## config.mk

```make
export PLATFORM = sky130hd
export DESIGN_NAME = seq_priority_encoder
export DESIGN_NICKNAME = d
export VERILOG_FILES = /design/src/rtl/seq_priority_encoder.sv
export SDC_FILE = /design/constraint.sdc
export NUM_CORES = 1
export LEC_CHECK = 0
export CORE_UTILIZATION = 51
export CTS_CLUSTER_DIAMETER = 60
export DETAILED_ROUTE_END_ITERATION = 6
export GPL_ROUTABILITY_DRIVEN = 0
export MAX_ROUTING_LAYER = met4
export PLACE_DENSITY = 0.78
export SYNTH_ARGS = -nofsm -noshare
export SYNTH_HDL_FRONTEND = slang
export SYNTH_SLANG_ARGS = --single-unit
export TNS_END_PERCENT = 5
```

## constraint.sdc

```tcl
create_clock -name clk -period 2.6 [get_ports clk]
set_input_delay 0.52 -clock clk [delete_from_list [all_inputs] [get_ports clk]]
set_output_delay 0.52 -clock clk [all_outputs]
set_load 0.005 [all_outputs]
```

## src/rtl/seq_priority_encoder.sv

```systemverilog
`default_nettype none
// ============================================================================
// Module   : seq_priority_encoder
// Brief    : Sequential N:log2(N) priority encoder. It takes a multi-hot vector
//            and emits the index of each set bit, lowest first. Optional
//            ENC_BEAT_SEQ_EN adds the out_seq beat counter port.
// Revision : 1.0 - initial release
// ============================================================================
module seq_priority_encoder #(
   parameter  int N = 8,
   localparam int W = (N > 1) ? $clog2(N) : 1
) (
   input  logic         clk,
   input  logic         rst_n,
   input  logic         in_valid,
   output logic         in_ready,
   input  logic [N-1:0] in_vec,
   output logic         out_valid,
   input  logic         out_ready,
   output logic [W-1:0] out_idx,
   output logic         out_last,
   output logic         out_none
`ifdef ENC_BEAT_SEQ_EN
   ,
   output logic [W:0]   out_seq
`endif
);

   typedef enum logic [0:0] {
      S_IDLE = 1'b0,
      S_EMIT = 1'b1
   } state_t;

   localparam logic [N-1:0] c_one     = {{(N-1){1'b0}}, 1'b1};
   localparam logic [W:0]   c_seq_one = {{W{1'b0}}, 1'b1};

   state_t         r_state;
   logic [N-1:0]   r_rem;
   logic [W:0]     r_seq;

   logic           w_in_hs;
   logic           w_out_hs;
   logic [N-1:0]   w_src;
   logic [W-1:0]   w_src_idx;
   logic           w_src_single;

   function automatic logic [W-1:0] lowest_idx(input logic [N-1:0] v);
      lowest_idx = '0;
      for (int i = N - 1; i >= 0; i--) begin
         if (v[i]) lowest_idx = W'(i);
      end
   endfunction

   assign w_in_hs  = in_valid & in_ready;
   assign w_out_hs = out_valid & out_ready;

   // One encoder serves both the freshly accepted vector and the remainder
   // after the current lowest bit is cleared (v & (v-1)).
   assign w_src        = (r_state == S_IDLE) ? in_vec : (r_rem & (r_rem - c_one));
   assign w_src_idx    = lowest_idx(w_src);
   assign w_src_single = ((w_src & (w_src - c_one)) == '0);

   always_ff @(posedge clk or negedge rst_n) begin
      if (!rst_n) begin
         r_state   <= S_IDLE;
         r_rem     <= '0;
         r_seq     <= '0;
         in_ready  <= 1'b1;
         out_valid <= 1'b0;
         out_idx   <= '0;
         out_last  <= 1'b0;
         out_none  <= 1'b0;
      end else begin
         case (r_state)
            S_IDLE: begin
               if (w_in_hs) begin
                  r_rem     <= in_vec;
                  r_seq     <= '0;
                  out_idx   <= w_src_idx;
                  out_last  <= w_src_single;
                  out_none  <= ~|in_vec;
                  out_valid <= 1'b1;
                  in_ready  <= 1'b0;
                  r_state   <= S_EMIT;
               end
            end
            S_EMIT: begin
               if (w_out_hs) begin
                  if (out_last) begin
                     r_rem     <= '0;
                     out_valid <= 1'b0;
                     out_last  <= 1'b0;
                     out_none  <= 1'b0;
                     in_ready  <= 1'b1;
                     r_state   <= S_IDLE;
                  end else begin
                     r_rem    <= w_src;
                     r_seq    <= r_seq + c_seq_one;
                     out_idx  <= w_src_idx;
                     out_last <= w_src_single;
                  end
               end
            end
            default: begin
               r_state <= S_IDLE;
            end
         endcase
      end
   end

`ifdef ENC_BEAT_SEQ_EN
   assign out_seq = r_seq;
`else
   logic w_seq_unused;
   assign w_seq_unused = ^r_seq;
`endif

endmodule
`default_nettype wire

```

==> results.sh, run 1 <==
export IMPL_status="finished, final reports clean"
export IMPL_ys_seq_elements=16
export IMPL_crit_fanout=6
export IMPL_rows=16
export IMPL_tritoncts="yes"
export IMPL_grt_pass1_vias=993
export IMPL_place_area_um2=1259
export IMPL_drc=0
export IMPL_synth_area_um2=1056
export IMPL_final_cell_mix="18 x clkdlybuf4s50_1, 16 x nand2_1, 15 x dfrtp_1"
export IMPL_drive_above_1_share_pct=15.22
export IMPL_hpwl_mm=1.990
export IMPL_synth_mux_area_fraction_pct=0
export IMPL_synthTopCellsByArea="dfrtp_1 36%, o21ai_0 6.6%, nand2_1 5.7%"
export IMPL_cts_sinks=16
export IMPL_clk_latency_ns=0.29
export IMPL_worst_pin_slew_ns=0.7375
export IMPL_avgViaCountPerCell=6.279
export IMPL_syn_inst=118
export IMPL_hold_viol=0
export IMPL_ir_worst_vdd_mv=0.8541
export IMPL_ant_nets=0
export IMPL_p_comb_share_pct=54.1
export IMPL_synthSimpleGateAreaFrac_pct=22.63
export IMPL_grt_first_pass_wirelength_mm=4.388
export IMPL_grt_max_degree=27
export IMPL_antenna_found_initial=0
export IMPL_synthAdderAreaFrac_pct=2.962
export IMPL_synthFlopType="dfrtp_1"
export IMPL_drv_slew=0
export IMPL_synth_compound_area_share_pct=31.40
export IMPL_cp_cell_sequence="or4_4, o311a_4, or4_4, nand4bb_1, o211ai_2"
export IMPL_die_h_um=47.51
export IMPL_cts_resized=0
export IMPL_drv_cap=0
export IMPL_clkTransAtPathRegs_ns=0.10
export IMPL_grt_use_total_pct=29.13
export IMPL_numCtsBuffers=3
export IMPL_yosysTopAreaCell="dfrtp_1"
export IMPL_synth_edf_count=0
export IMPL_cpMostUsedCell="or4_4"
export IMPL_grt_overflow_total=0
export IMPL_synthToLayoutAreaGrowth_pct=22.63
export IMPL_setup_violations_final=0
export IMPL_dr_pass1_iters=4
export IMPL_p_sw_mw=0.6367
export IMPL_clkPwrFrac_pct=11.5
export IMPL_numPortBuffers=18
export IMPL_arrival_ns=2.46
export IMPL_synth_top_family_by_area="compound AO/OA/AOI/OAI gates"
export IMPL_final_common_cell="clkdlybuf4s50_1"
export IMPL_worstPathRequired_ns=2.82
export IMPL_coreArea_um2=1962
export IMPL_dr_total_vias=1036
export IMPL_htreeDepth=1
export IMPL_critPathCaptureType="flop"
export IMPL_synth_net_count=130
export IMPL_critPathKind="reg -> reg"
export IMPL_min_period_ns=2.242
export IMPL_ctsHoldBuffers=0
export IMPL_die_area_um2=2257
export IMPL_fin_setup_tns_ns=0
export IMPL_setup_worst_path_start_class="flop"
export IMPL_fmax_ghz=0.4460
export IMPL_switching_share_pct=43.84
export IMPL_drtIter0Drc=27
export IMPL_leakage_nw=0.5603
export IMPL_seq_power_share_pct=34.4
export IMPL_period_share_pct=86.24
export IMPL_synthDistinctLibCells=43
export IMPL_num_fill_cells=176
export IMPL_hold_class="reg -> reg"
export IMPL_final_area_um2=1295
export IMPL_p_int_mw=0.8158
export IMPL_ios=19
export IMPL_die_w_um=47.51
export IMPL_root_buffer="clkbuf_4"
export IMPL_max_clock_path_buffers=2
export IMPL_slew_headroom_pct=50.83
export IMPL_synth_warnings=0
export IMPL_async_flop_share_pct=100.0
export IMPL_synth_xor_xnor_area_share_pct=0
export IMPL_power_density_nw_per_um2=1122
export IMPL_finalWirelength_mm=2.694
export IMPL_wl_per_cell_um=16.33
export IMPL_post_cts_buffers=0
export IMPL_nets=151
export IMPL_num_antenna_cells=0
export IMPL_start_util_pct=53.83
export IMPL_rsz0062_at_grt="no"
export IMPL_synth_top_area_share_pct=35.55
export IMPL_avgSynthCellArea_um2=8.949
export IMPL_cpMaxStageDelayCell="or4_4"
export IMPL_ys_seq_area_share_pct=38.03
export IMPL_cpPeakStageDelay_ns=0.60
export IMPL_finClkSkew_ns=0.003014
-- cell usage after synthesis, types with 3 or more instances --
cell type	number
a22o_1	5
nor2_1	4
nand3_1	4
dfrtp_1	15
nand2_1	16
o21ai_0	14
nor2b_1	3
inv_1	5
a21oi_1	3
a31oi_1	6
-- worst max-delay path: cells and delay by family (launching register included) --
kind	cells	cell delay (ns)
AND/OR/NAND/NOR	3	1.30
AO/OA/AOI/OAI	2	0.43
flip-flops	1	0.43
-- logic make-up (layout without fill, tap and decap cells) --
family | Yosys count | after routing
AOI/OAI and AO/OA | 46 | 46
and+or+nand+nor | 43 | 43
DFF | 16 | 16
buffers and inverters | 10 | 30
adders and majority gates | 3 | 3
-- flip-flops by register name (all words and copies together) (netlist names) --
name / cells
r_state: 1
out_none: 1
r_rem: 8
out_last: 1
out_idx: 3
in_ready: 1
out_valid: 1
-- metrics by stage --
step	std cells	total power [mW]	util, %	setup WS [ns]	hold WS (ns)
floorplan	118	1.065	-	0.3919	0.2244
global placement	161	1.243	64.16	0.4391	0.4622
detailed placement	161	1.269	64.16	0.3682	0.4735
CTS	165	1.436	66.01	0.3661	0.4950
global route	165	1.568	66.01	0.2724	0.5117
finish	165	1.452	66.01	0.3577	0.4912
-- path summary, 6_finish.rpt --
kind                       startpoint         end  slack [ns]  cells after the start
setup / recovery             r_rem[0]    out_last        0.36                      5
setup reg to reg             r_rem[0]    out_last        0.36                      5
hold / removal             out_idx[1]  out_idx[1]        0.49                      2
min in group asynchronous       rst_n  out_idx[0]        0.65                      1
max in group asynchronous       rst_n    r_rem[6]        1.49                      1
hold reg to reg            out_idx[1]  out_idx[1]        0.49                      2
-- area by class of cell --
class | count | area, µm² | area share [%]
Multi-Input combinational cell | 92 | 601.8 | 46.47
Sequential cell | 16 | 401.6 | 31.01
Timing Repair Buffer | 21 | 202.7 | 15.65
Clock buffer | 4 | 36.28 | 2.802
Tap cell | 27 | 33.78 | 2.609
Inverter | 5 | 18.77 | 1.449
-- power by group through the flow --
| stage | combinational, mW | clock, mW | sequential (mW) |
|---|---|---|---|
| 2_1_floorplan | 0.629 | 0 | 0.436 |
| 3_3_place_gp | 0.751 | 0 | 0.493 |
| 3_5_place_dp | 0.767 | 0 | 0.502 |
| 4_1_cts | 0.772 | 0.169 | 0.496 |
| 5_1_grt | 0.867 | 0.181 | 0.520 |
| 6_report | 0.785 | 0.167 | 0.500 |
-- layer usage --
layer | wire length, µm | GRT usage (%) | up-vias
met2 | 1269 | 44.66 | 43
met4 | 88 | 16.00 | 0
met5 | 0 | - | -
met3 | 152 | 5.283 | 8
met1 | 1185 | 35.96 | 494
li1 | - | - | 491
Note: power is estimated with default switching activity, not from simulation.
==> inputs of run 2 (changes only) <==
--- a/config.mk
+++ b/config.mk
@@ -5,6 +5,7 @@
 export SDC_FILE = /design/constraint.sdc
 export NUM_CORES = 1
 export LEC_CHECK = 0
+export CORE_MARGIN = 5
 export CORE_UTILIZATION = 51
 export CTS_CLUSTER_DIAMETER = 60
 export DETAILED_ROUTE_END_ITERATION = 6
==> run 2 against run 1 <==
  * Critical path depth did not move
  * Combinational power fell by 2.8%
  * Highest routed layer unchanged
  * Clock power is 18% lower
  * Register-to-register slack barely moved
  * Worst hold slack lost 0.0046 ns
  * Clock skew up 0.0013 ns
  * Clock-buffer cell count is the same
  * Critical path type unchanged
==> results.sh, run 2 (synthesis gave the netlist of run 1 again) <==
export IMPL_crit_fanout=6
export IMPL_multi_input_area_um2=601.8
export IMPL_drtIter0Drc=28
export IMPL_num_fill_cells=180
export IMPL_drv_cap=0
export IMPL_cp_top_family="simple AND/OR/NAND/NOR gates"
export IMPL_power_density_nw_per_um2=1088
export IMPL_num_antenna_cells=0
export IMPL_final_cell_mix="18 x clkdlybuf4s50_1, 16 x nand2_1, 15 x dfrtp_1"
export IMPL_numPortBuffers=18
export IMPL_antenna_found_initial=0
export IMPL_finalWirelength_mm=2.539
export IMPL_final_common_cell="clkdlybuf4s50_1"
export IMPL_ff_latch_area_um2=401.6
export IMPL_finish_utilization_pct=65.50
export IMPL_grt_pass1_vias=935
export IMPL_cp_cell_sequence="or4_4, o311a_4, or4_4, nand4bb_1, o211ai_2"
export IMPL_grt_first_pass_wirelength_mm=4.367
export IMPL_min_period_ns=2.228
export IMPL_clkPwrFrac_pct=9.8
export IMPL_die_area_um2=3081
export IMPL_fmax_ghz=0.4489
export IMPL_cts_resized=0
export IMPL_root_buffer="clkbuf_4"
export IMPL_nets=151
export IMPL_wl_per_cell_um=15.39
export IMPL_arrival_ns=2.44
export IMPL_numCtsBuffers=3
export IMPL_cts_sinks=16
export IMPL_critPathCaptureType="flop"
export IMPL_slew_headroom_pct=50.93
export IMPL_rsz0062_at_grt="no"
export IMPL_top_register="r_rem"
export IMPL_hpwl_mm=1.949
export IMPL_final_area_um2=1285
export IMPL_hold_class="reg -> reg"
export IMPL_worst_pin_slew_ns=0.7338
export IMPL_clk_latency_ns=0.29
export IMPL_cp_num_buf_inv=0
export IMPL_synthToLayoutAreaGrowth_pct=21.68
export IMPL_cp_num_cells=5
export IMPL_period_share_pct=85.69
export IMPL_fin_setup_tns_ns=0
export IMPL_ios=19
export IMPL_post_cts_buffers=0
export IMPL_largest_reg_flops=8
export IMPL_leakage_nw=0.5543
export IMPL_final_cell_count_no_fill=165
export IMPL_drc=0
export IMPL_grt_overflow_total=0
export IMPL_min_path_cells=1
export IMPL_drv_slew=0
export IMPL_htreeDepth=1
export IMPL_avgViaCountPerCell=6.097
export IMPL_status="finished, final reports clean"
export IMPL_reg_top3="r_rem x8, out_idx x3"
export IMPL_fin_total_pwr_mw=1.398
export IMPL_cpMostUsedCell="or4_4"
export IMPL_dp_cells=161
export IMPL_place_area_um2=1259
export IMPL_p_int_mw=0.7900
export IMPL_ctsHoldBuffers=0
export IMPL_rows=16
export IMPL_drive_above_1_share_pct=14.49
export IMPL_grt_max_degree=27
export IMPL_dr_total_vias=1006
export IMPL_cpPeakStageDelay_ns=0.59
export IMPL_max_clock_path_buffers=2
export IMPL_p_comb_share_pct=54.6
export IMPL_finClkSkew_ns=0.004327
export IMPL_cpMaxStageDelayCell="or4_4"
export IMPL_setup_violations_final=0
export IMPL_switching_share_pct=43.50
export IMPL_die_h_um=55.51
export IMPL_seq_power_share_pct=35.6
export IMPL_ff2ff_path_depth=5
export IMPL_start_util_pct=53.83
export IMPL_p_sw_mw=0.6081
export IMPL_setup_worst_path_start_class="flop"
export IMPL_ir_worst_vdd_mv=0.6668
export IMPL_dr_pass1_iters=4
export IMPL_die_w_um=55.51
export IMPL_clkTransAtPathRegs_ns=0.09
export IMPL_critPathKind="reg -> reg"
export IMPL_hold_viol=0
export IMPL_coreArea_um2=1962
export IMPL_grt_use_total_pct=18.40
export IMPL_worstPathRequired_ns=2.81
export IMPL_ant_nets=0
export IMPL_tritoncts="yes"
## run 2: worst register-to-register path, delay by kind of cell (launching register included)
family           cells  cell delay [ns]
AND/OR/NAND/NOR      3             1.29
AO/OA/AOI/OAI        2             0.43
flip-flops           1             0.43
## run 2: path summary, 6_finish.rpt
check / start / end / slack (ns)
worst min register to register: out_idx[2] / out_idx[2] / 0.49
min in group asynchronous: rst_n / r_rem[5] / 0.66
worst max-delay path: r_rem[0] / out_last / 0.37
worst max register to register: r_rem[0] / out_last / 0.37
max in group asynchronous: rst_n / out_idx[1] / 1.48
worst min-delay path: out_idx[2] / out_idx[2] / 0.49
## run 2: metrics by stage
stage          setup WS [ns]  hold slack [ns]
5_1_grt               0.2919           0.5237
4_1_cts               0.3780           0.4924
6_report              0.3722           0.4866
2_1_floorplan         0.3919           0.2244
3_3_place_gp          0.4389           0.4626
3_5_place_dp          0.3934           0.4717
## run 2: power by group through the flow
stage               logic (mW)  registers, mW  clock network, mW
global route             0.842          0.519              0.153
detailed placement       0.758          0.499                  0
global placement         0.753          0.492                  0
CTS                      0.761          0.494              0.142
floorplan                0.629          0.436                  0
finish                   0.763          0.498              0.137
## run 2: cell type report
type / instances / area share (%)
tap: 27 / 2.629
clock buffer: 4 / 2.045
inverter: 5 / 1.461
timing repair buffer: 21 / 15.77
multi-input combinational: 92 / 46.84
sequential: 16 / 31.26
## run 2: layer usage
layer / part of all wire (%) / up-vias / track usage [%]
li1: - / 490 / -
met2: 46 / 37 / 27.36
met5: 0 / - / -
met3: 5.5 / 6 / 3.730
met1: 47 / 473 / 23.99
met4: 1.7 / 0 / 8.333
==> inputs of run 3 (changes only) <==
--- a/config.mk
+++ b/config.mk
@@ -5,6 +5,7 @@
 export SDC_FILE = /design/constraint.sdc
 export NUM_CORES = 1
 export LEC_CHECK = 0
+export CAP_MARGIN = 20
 export CORE_MARGIN = 5
 export CORE_UTILIZATION = 51
 export CTS_CLUSTER_DIAMETER = 60
==> results of run 3 <==
The final DEF is identical to that of run 2; final timing and power are the same.
